File: config.mk
export PLATFORM = sky130hd
export DESIGN_NAME = rst_cipher_ctrl
export DESIGN_NICKNAME = d
export VERILOG_FILES = /design/src/rtl/rst_cipher_pkg.sv /design/src/rtl/rst_resp_timer.sv /design/src/rtl/rst_cipher_ctrl.sv
export SDC_FILE = /design/constraint.sdc
export NUM_CORES = 1
export LEC_CHECK = 0
export CELL_PAD_IN_SITES_DETAIL_PLACEMENT = 1
export CELL_PAD_IN_SITES_GLOBAL_PLACEMENT = 1
export CORE_UTILIZATION = 27
export DETAILED_ROUTE_END_ITERATION = 6
export PLACE_DENSITY = 0.89
export SLEW_MARGIN = 10
export SYNTH_ARGS = -nofsm -noshare
export SYNTH_HDL_FRONTEND = slang
export SYNTH_SLANG_ARGS = --single-unit
export TNS_END_PERCENT = 100
File: constraint.sdc
create_clock -name clk -period 2.5 [get_ports clk]
set_clock_uncertainty 0.1 [all_clocks]
set_input_delay 0.25 -clock clk [delete_from_list [all_inputs] [get_ports clk]]
set_output_delay 0.25 -clock clk [all_outputs]
set_load 0.02 [all_outputs]
File: src/rtl/rst_cipher_pkg.sv
// Shared types and constants for the RST cipher sequencer: controller state
// encoding plus key/character/pair widths and the null filler values.
package rst_cipher_pkg;

  typedef enum logic [2:0] {
    IDLE      = 3'd0,
    KEY_ISSUE = 3'd1,
    KEY_CHECK = 3'd2,
    RUN       = 3'd3,
    WAIT      = 3'd4,
    OUT       = 3'd5,
    DONE      = 3'd6,
    ERROR     = 3'd7
  } ctrl_state_t;

  localparam int KEY_CHARS = 12;
  localparam int CHAR_W    = 8;
  localparam int KEY_W     = KEY_CHARS * CHAR_W;
  localparam int PAIR_W    = 2 * CHAR_W;

  localparam logic [CHAR_W-1:0] NUL_CHAR = 8'h00;
  localparam logic [PAIR_W-1:0] NUL_PAIR = 16'h0000;

endpackage

File: src/rtl/rst_resp_timer.sv
// Response timer: counts enabled cycles from a clear, saturating at LIMIT.
// expired_o flags the cycle whose closing edge brings the count to LIMIT.
module rst_resp_timer #(
  parameter int LIMIT = 4
) (
  input  logic                         clk,
  input  logic                         rst,
  input  logic                         clear_i,
  input  logic                         enable_i,
  output logic [$clog2(LIMIT+1)-1:0]   count_o,
  output logic                         expired_o
);

  localparam int TW = $clog2(LIMIT + 1);

  logic [TW-1:0] count_q;
  logic [TW-1:0] count_d;

  always_comb begin
    count_d = count_q;
    if (clear_i) begin
      count_d = '0;
    end else if (enable_i && (count_q != TW'(LIMIT))) begin
      count_d = count_q + TW'(1);
    end
  end

  always_ff @(posedge clk) begin
    if (rst) begin
      count_q <= '0;
    end else begin
      count_q <= count_d;
    end
  end

  assign count_o   = count_q;
  assign expired_o = enable_i && !clear_i && (count_q == TW'(LIMIT - 1));

endmodule

File: src/rtl/rst_cipher_ctrl.sv
// Sequencer in front of the RST encryption core: key load/check, one char at a
// time to the core, ciphertext pairs out with backpressure. Option: RST_SKIP_INVALID_EN.
module rst_cipher_ctrl
  import rst_cipher_pkg::*;
#(
  parameter int CNT_W        = 8,
  parameter int RESP_TIMEOUT = 4
) (
  input  logic                 clk,
  input  logic                 rst,
  input  logic [KEY_W-1:0]     key_in,
  input  logic                 key_valid,
  output logic                 key_ready,
  input  logic [CHAR_W-1:0]    ptx_in,
  input  logic                 ptx_valid,
  input  logic                 ptx_last,
  output logic                 ptx_ready,
  output logic [PAIR_W-1:0]    ctx_out,
  output logic                 ctx_valid,
  output logic                 ctx_last,
  input  logic                 ctx_ready,
  output logic [KEY_W-1:0]     core_key,
  output logic [CHAR_W-1:0]    core_ptx_char,
  output logic                 core_ptxt_valid,
  input  logic [PAIR_W-1:0]    core_sub_str,
  input  logic                 core_ctxt_ready,
  input  logic                 core_err_invalid_key,
  input  logic                 core_err_invalid_ptx_char,
  output logic                 err_key,
  output logic                 err_ptx,
  output logic                 err_timeout,
  output logic                 busy,
  output logic [CNT_W-1:0]     char_count,
  output ctrl_state_t          dbg_state
);

  localparam int              TMR_W   = $clog2(RESP_TIMEOUT + 1);
  localparam logic [CNT_W-1:0] CNT_MAX = '1;

  // Handshakes: a transfer happens on the rising edge where valid && ready are
  // both high; valid never waits on ready, and ctx_out/ctx_last stay stable
  // while ctx_valid is high and ctx_ready is low.

  ctrl_state_t         state_q, state_d;
  logic [KEY_W-1:0]    core_key_q, core_key_d;
  logic [CHAR_W-1:0]   ptx_char_q, ptx_char_d;
  logic                ptxt_valid_q, ptxt_valid_d;
  logic                last_q, last_d;
  logic [PAIR_W-1:0]   ctx_out_q, ctx_out_d;
  logic                ctx_valid_q, ctx_valid_d;
  logic                ctx_last_q, ctx_last_d;
  logic                err_key_q, err_key_d;
  logic                err_ptx_q, err_ptx_d;
  logic                err_timeout_q, err_timeout_d;
  logic [CNT_W-1:0]    char_count_q, char_count_d;

  logic                tmr_clear;
  logic                tmr_en;
  logic [TMR_W-1:0]    tmr_count;
  logic                tmr_expired;
  logic                key_take;

  rst_resp_timer #(
    .LIMIT (RESP_TIMEOUT)
  ) u_timer (
    .clk       (clk),
    .rst       (rst),
    .clear_i   (tmr_clear),
    .enable_i  (tmr_en),
    .count_o   (tmr_count),
    .expired_o (tmr_expired)
  );

  // ERROR accepts a new key without raising key_ready.
  assign key_take = key_valid && ((state_q == IDLE) || (state_q == ERROR));

  always_comb begin
    state_d       = state_q;
    core_key_d    = core_key_q;
    ptx_char_d    = ptx_char_q;
    ptxt_valid_d  = 1'b0;
    last_d        = last_q;
    ctx_out_d     = ctx_out_q;
    ctx_valid_d   = ctx_valid_q;
    ctx_last_d    = ctx_last_q;
    err_key_d     = err_key_q;
    err_ptx_d     = err_ptx_q;
    err_timeout_d = err_timeout_q;
    char_count_d  = char_count_q;
    tmr_clear     = 1'b1;
    tmr_en        = 1'b0;

    case (state_q)
      IDLE: ;
      KEY_ISSUE: state_d = KEY_CHECK;
      KEY_CHECK: begin
        tmr_clear = 1'b0;
        tmr_en    = 1'b1;
        if (core_err_invalid_key) begin
          err_key_d = 1'b1;
          state_d   = ERROR;
        end else if (tmr_count == TMR_W'(1)) begin
          state_d = RUN;
        end
      end
      RUN: begin
        if (ptx_valid) begin
          ptx_char_d   = ptx_in;
          last_d       = ptx_last;
          ptxt_valid_d = 1'b1;
          state_d      = WAIT;
        end
      end
      WAIT: begin
        tmr_clear = 1'b0;
        tmr_en    = 1'b1;
        if (core_err_invalid_ptx_char) begin
          err_ptx_d = 1'b1;
`ifdef RST_SKIP_INVALID_EN
          // A skipped last char still closes the frame with a null beat.
          if (last_q) begin
            ctx_out_d   = NUL_PAIR;
            ctx_valid_d = 1'b1;
            ctx_last_d  = 1'b1;
            state_d     = OUT;
          end else begin
            state_d = RUN;
          end
`else
          state_d = ERROR;
`endif
        end else if (core_ctxt_ready) begin
          ctx_out_d   = core_sub_str;
          ctx_valid_d = 1'b1;
          ctx_last_d  = last_q;
          if (char_count_q != CNT_MAX) begin
            char_count_d = char_count_q + CNT_W'(1);
          end
          state_d = OUT;
        end else if (tmr_expired) begin
          err_timeout_d = 1'b1;
          state_d       = ERROR;
        end
      end
      OUT: begin
        if (ctx_ready) begin
          ctx_valid_d = 1'b0;
          ctx_last_d  = 1'b0;
          state_d     = ctx_last_q ? DONE : RUN;
        end
      end
      DONE:  state_d = IDLE;
      ERROR: ctx_valid_d = 1'b0;
      default: state_d = IDLE;
    endcase

    if (key_take) begin
      core_key_d    = key_in;
      err_key_d     = 1'b0;
      err_ptx_d     = 1'b0;
      err_timeout_d = 1'b0;
      char_count_d  = '0;
      ctx_valid_d   = 1'b0;
      ctx_last_d    = 1'b0;
      state_d       = KEY_ISSUE;
    end
  end

  always_ff @(posedge clk) begin
    if (rst) begin
      state_q       <= IDLE;
      core_key_q    <= '0;
      ptx_char_q    <= NUL_CHAR;
      ptxt_valid_q  <= 1'b0;
      last_q        <= 1'b0;
      ctx_out_q     <= NUL_PAIR;
      ctx_valid_q   <= 1'b0;
      ctx_last_q    <= 1'b0;
      err_key_q     <= 1'b0;
      err_ptx_q     <= 1'b0;
      err_timeout_q <= 1'b0;
      char_count_q  <= '0;
    end else begin
      state_q       <= state_d;
      core_key_q    <= core_key_d;
      ptx_char_q    <= ptx_char_d;
      ptxt_valid_q  <= ptxt_valid_d;
      last_q        <= last_d;
      ctx_out_q     <= ctx_out_d;
      ctx_valid_q   <= ctx_valid_d;
      ctx_last_q    <= ctx_last_d;
      err_key_q     <= err_key_d;
      err_ptx_q     <= err_ptx_d;
      err_timeout_q <= err_timeout_d;
      char_count_q  <= char_count_d;
    end
  end

  assign key_ready       = (state_q == IDLE);
  assign ptx_ready       = (state_q == RUN);
  assign busy            = (state_q != IDLE);
  assign core_key        = core_key_q;
  assign core_ptx_char   = ptx_char_q;
  assign core_ptxt_valid = ptxt_valid_q;
  assign ctx_out         = ctx_out_q;
  assign ctx_valid       = ctx_valid_q;
  assign ctx_last        = ctx_last_q;
  assign err_key         = err_key_q;
  assign err_ptx         = err_ptx_q;
  assign err_timeout     = err_timeout_q;
  assign char_count      = char_count_q;
  assign dbg_state       = state_q;

endmodule

==> summary.md <==
| Metric | Value |
|---|---|
| CP required | between 2000 and 2500 ps |
| H-tree Lvls | 4 |
| Vias/cell | roughly 4.8 |
| F_max | 417 MHz |
| Post-route cell area | between 8000 and 9000 sq um |
| Vias in the first global route | 5831 |
| Layout area overhead | 70.9% |
| Clock Tree Root | clkbuf_16 |
| Layout Nets | between 1000 and 1500 |
| CORE AREA | roughly 19000 sq um |
| 1st-iter DRT viols | roughly 110 |
| WL met1 | between 7000 and 8000 um |
| Hold Vio Cnt, Final | 0 |
| Synth Register Bits | approximately 140 |
| Max clock buf depth | 2 |
| Seq pwr share | a little under two fifths |
| Total negative slack | 0 ps |
| Place WS | -69.2 ps |
| CP endpoint kind | primary output |
| Die area | 19700 sq um |
| Largest net degree at the start of global routing | between 80 and 90 |
| Antenna diodes | 0 |
| Worst-path clk slew | approximately 60 ps |
| WL/cell | ~16 um |
| Primary FF master, synth | dfxtp_1 |
| Initial antenna violation count | 0 |
| Crit path DAT | ~2100 ps |
| IO Pins | between 200 and 300 |
| Ys async rst share | 0% |
| Hold Startpoint | rst |
| Post-Syn Area | 5170 sq um |
| Register area share after synthesis | a little over half |
| Worst-Margin Slew | between 900 and 1000 ps |
| Die Span Y | ~140 um |
| Later-pin clock latency in the skew report | around 400 ps |
| Slowest cell on the critical path | clkdlybuf4s50_1 |
| Setup Viol. Count Final | 0 |
| Internal Power | 4850 uW |
| Cells after Synth | 657 |
| Commonest non-fill, non-tap cell in the layout | clkdlybuf4s50_1 |
| Residual DRC | 0 |
| Comb pwr share | around a fifth |
| Power Dens Cells | 751 nW/um^2 |
| Top Metal Used | met4 |
| Total GRT Usage | 19.5% |
| 1st-pass router iterations | 6 |
| Crit Path Max Fanout | 13 |
| Max Cap Violations | 0 |
| Leak pwr | 0.00324 uW |
| Status | finished, final reports clean |
| DP Area | around 8200 sq um |
| Placement Rows | 50 |
| Syn Area/Cell | between 7 and 8 sq um |
| Startpoint Class | register |
| Post-synth EDFFs | 0 |
| Die Width | roughly 140 um |
| First-pass GRT wire length | between 20000 and 30000 um |
| Crit path launch | dbg_state[1] |
| Final Max Tran Viols | 0 |
| Sink Count | roughly 140 |
| Layout cell share with drive strength beyond 1 | a little over 6% |
| Detailed Place HPWL | about 14000 um |
| CTS tree | yes |
| VDD IR-drop max | around 0.42 mV |
| Starting density of the core | between 20% and 30% |
| Relative slew slack | about 37% |
| Critical Path Max Stage Delay | about 610 ps |
| Post-layout worst setup margin | 99.6 ps |
| Hold WC Path Type | input port to register |
| Final ANT Viol Nets | 0 |
| Synth warn | 0 |
| Crit Reg-Reg Startpoint | dbg_state[2] |
| Critical-path cell list | buf_4 -> nor2b_2 -> and2_1 -> clkdlybuf4s50_1 |
| Port Buffers | ~270 |
| CTS Buf Count | 17 |
| Most frequent cells in the layout | clkdlybuf4s50_1, nand2_1, dfxtp_1 |
| Gr ovfl total | 0 |
| Period minus WS final | between 2000 and 2500 ps |
| Clk network pwr share | between 40% and 50% |
| Routed wl met3 | about 1500 um |
| Routed WL | around 19000 um |
| Syn Nets | about 790 |
| GP Congestion | about 0.8 |
| Setup repair bufs after CTS | 0 |
| Final period util | between 90% and 100% |
| Synth cell types | 41 |
| Switching Fraction | 26.9% |
| CP Class | register to primary output |
| WL met2 | ~9400 um |
| Sw Pwr | 1790 uW |
| Via Count | ~5500 |
power groups by stage:
stage	clock network (uW)	logic, uW	registers [uW]
5_1_grt	2980	1440	2510
6_report	2810	1330	2490
3_3_place_gp	0	1320	2530
2_1_floorplan	0	421	2730
3_5_place_dp	0	1350	2540
4_1_cts	2880	1360	2500
worst paths after layout:
path         cells after the start         endpoint  slack [ps]
min                              2  core_ptxt_valid         100
min reg2reg                      2     core_key[73]         350
max                              4        ptx_ready         100
max reg2reg                      4    char_count[5]         210
state kept, by name, summed over array words and instances, names as in the netlist:
| register | count |
|---|---|
| dbg_state | 3 |
| char_count | 8 |
| last_q | 1 |
| err_ptx | 1 |
| core_key | 96 |
| err_timeout | 1 |
| ctx_out | 16 |
| err_key | 1 |
| core_ptxt_valid | 1 |
| ctx_valid | 1 |
| u_timer.count_o | 3 |
| ctx_last | 1 |
| core_ptx_char | 8 |
worst max-delay path, delay by kind of cell (launching register included):
kind                   cells  cell delay, ps
flip-flops                 1             390
buffers and inverters      2             830
AND/OR/NAND/NOR            2             430
metrics by stage:
step	instances	total power, uW	hold WS [ps]	utilization (%)
2_1_floorplan	657	3150	286	-
3_3_place_gp	1134	3850	341	43.6
3_5_place_dp	1134	3890	346	43.6
4_1_cts	1166	6730	80.1	47.1
5_1_grt	1166	6930	97.2	47.1
6_report	1166	6640	97.8	47.1
area by class of cell:
type,instances,area (sq um)
inverters,10,37.5
well taps,234,293
clock inverters,12,208
clock buffers,20,447
multi-input cells,461,2150
fillers,2226,9930
flip-flops and latches,141,2820
repair buffers,288,2880
synthesized netlist by cell type (3+ instances only):
cell type	n	area, sq um
a21oi_1	131	656
a31oi_1	3	18.8
and4_1	3	26.3
clkbuf_1	40	150
dfxtp_1	141	2820
ha_1	5	62.6
inv_1	10	37.5
nand2_1	250	938
nand3_1	4	20.0
nor2_1	11	41.3
nor2b_1	3	18.8
nor3_1	6	30.0
o21ai_0	6	30.0
o41ai_1	3	26.3
or2_2	4	25.0
or3_1	4	25.0
per-layer routing:
| metal | global-route usage [%] | up-vias |
|---|---|---|
| met4 | 8.68 | 0 |
| met3 | 6.63 | 28 |
| met1 | 20.6 | 2632 |
| met2 | 34.9 | 196 |
| met5 | 0 | - |
| li1 | - | 2693 |
logic make-up (layout without fill, tap and decap cells):
kind of cell,after synthesis,count (layout),synth area share [%]
compound gates,158,158,16.5
fa+ha+maj,5,5,1.21
simple gates,296,296,23.3
flops,141,141,54.5
buf+inv,55,330,4.06
xor+xnor,2,2,0.339
what timing repair did:
action | CTS | global route
hold buffers | 0 | 0
resized for setup | 0 | 1
endpoints found under the setup margin | 0 | 1
(Power assumes the default switching activity.)
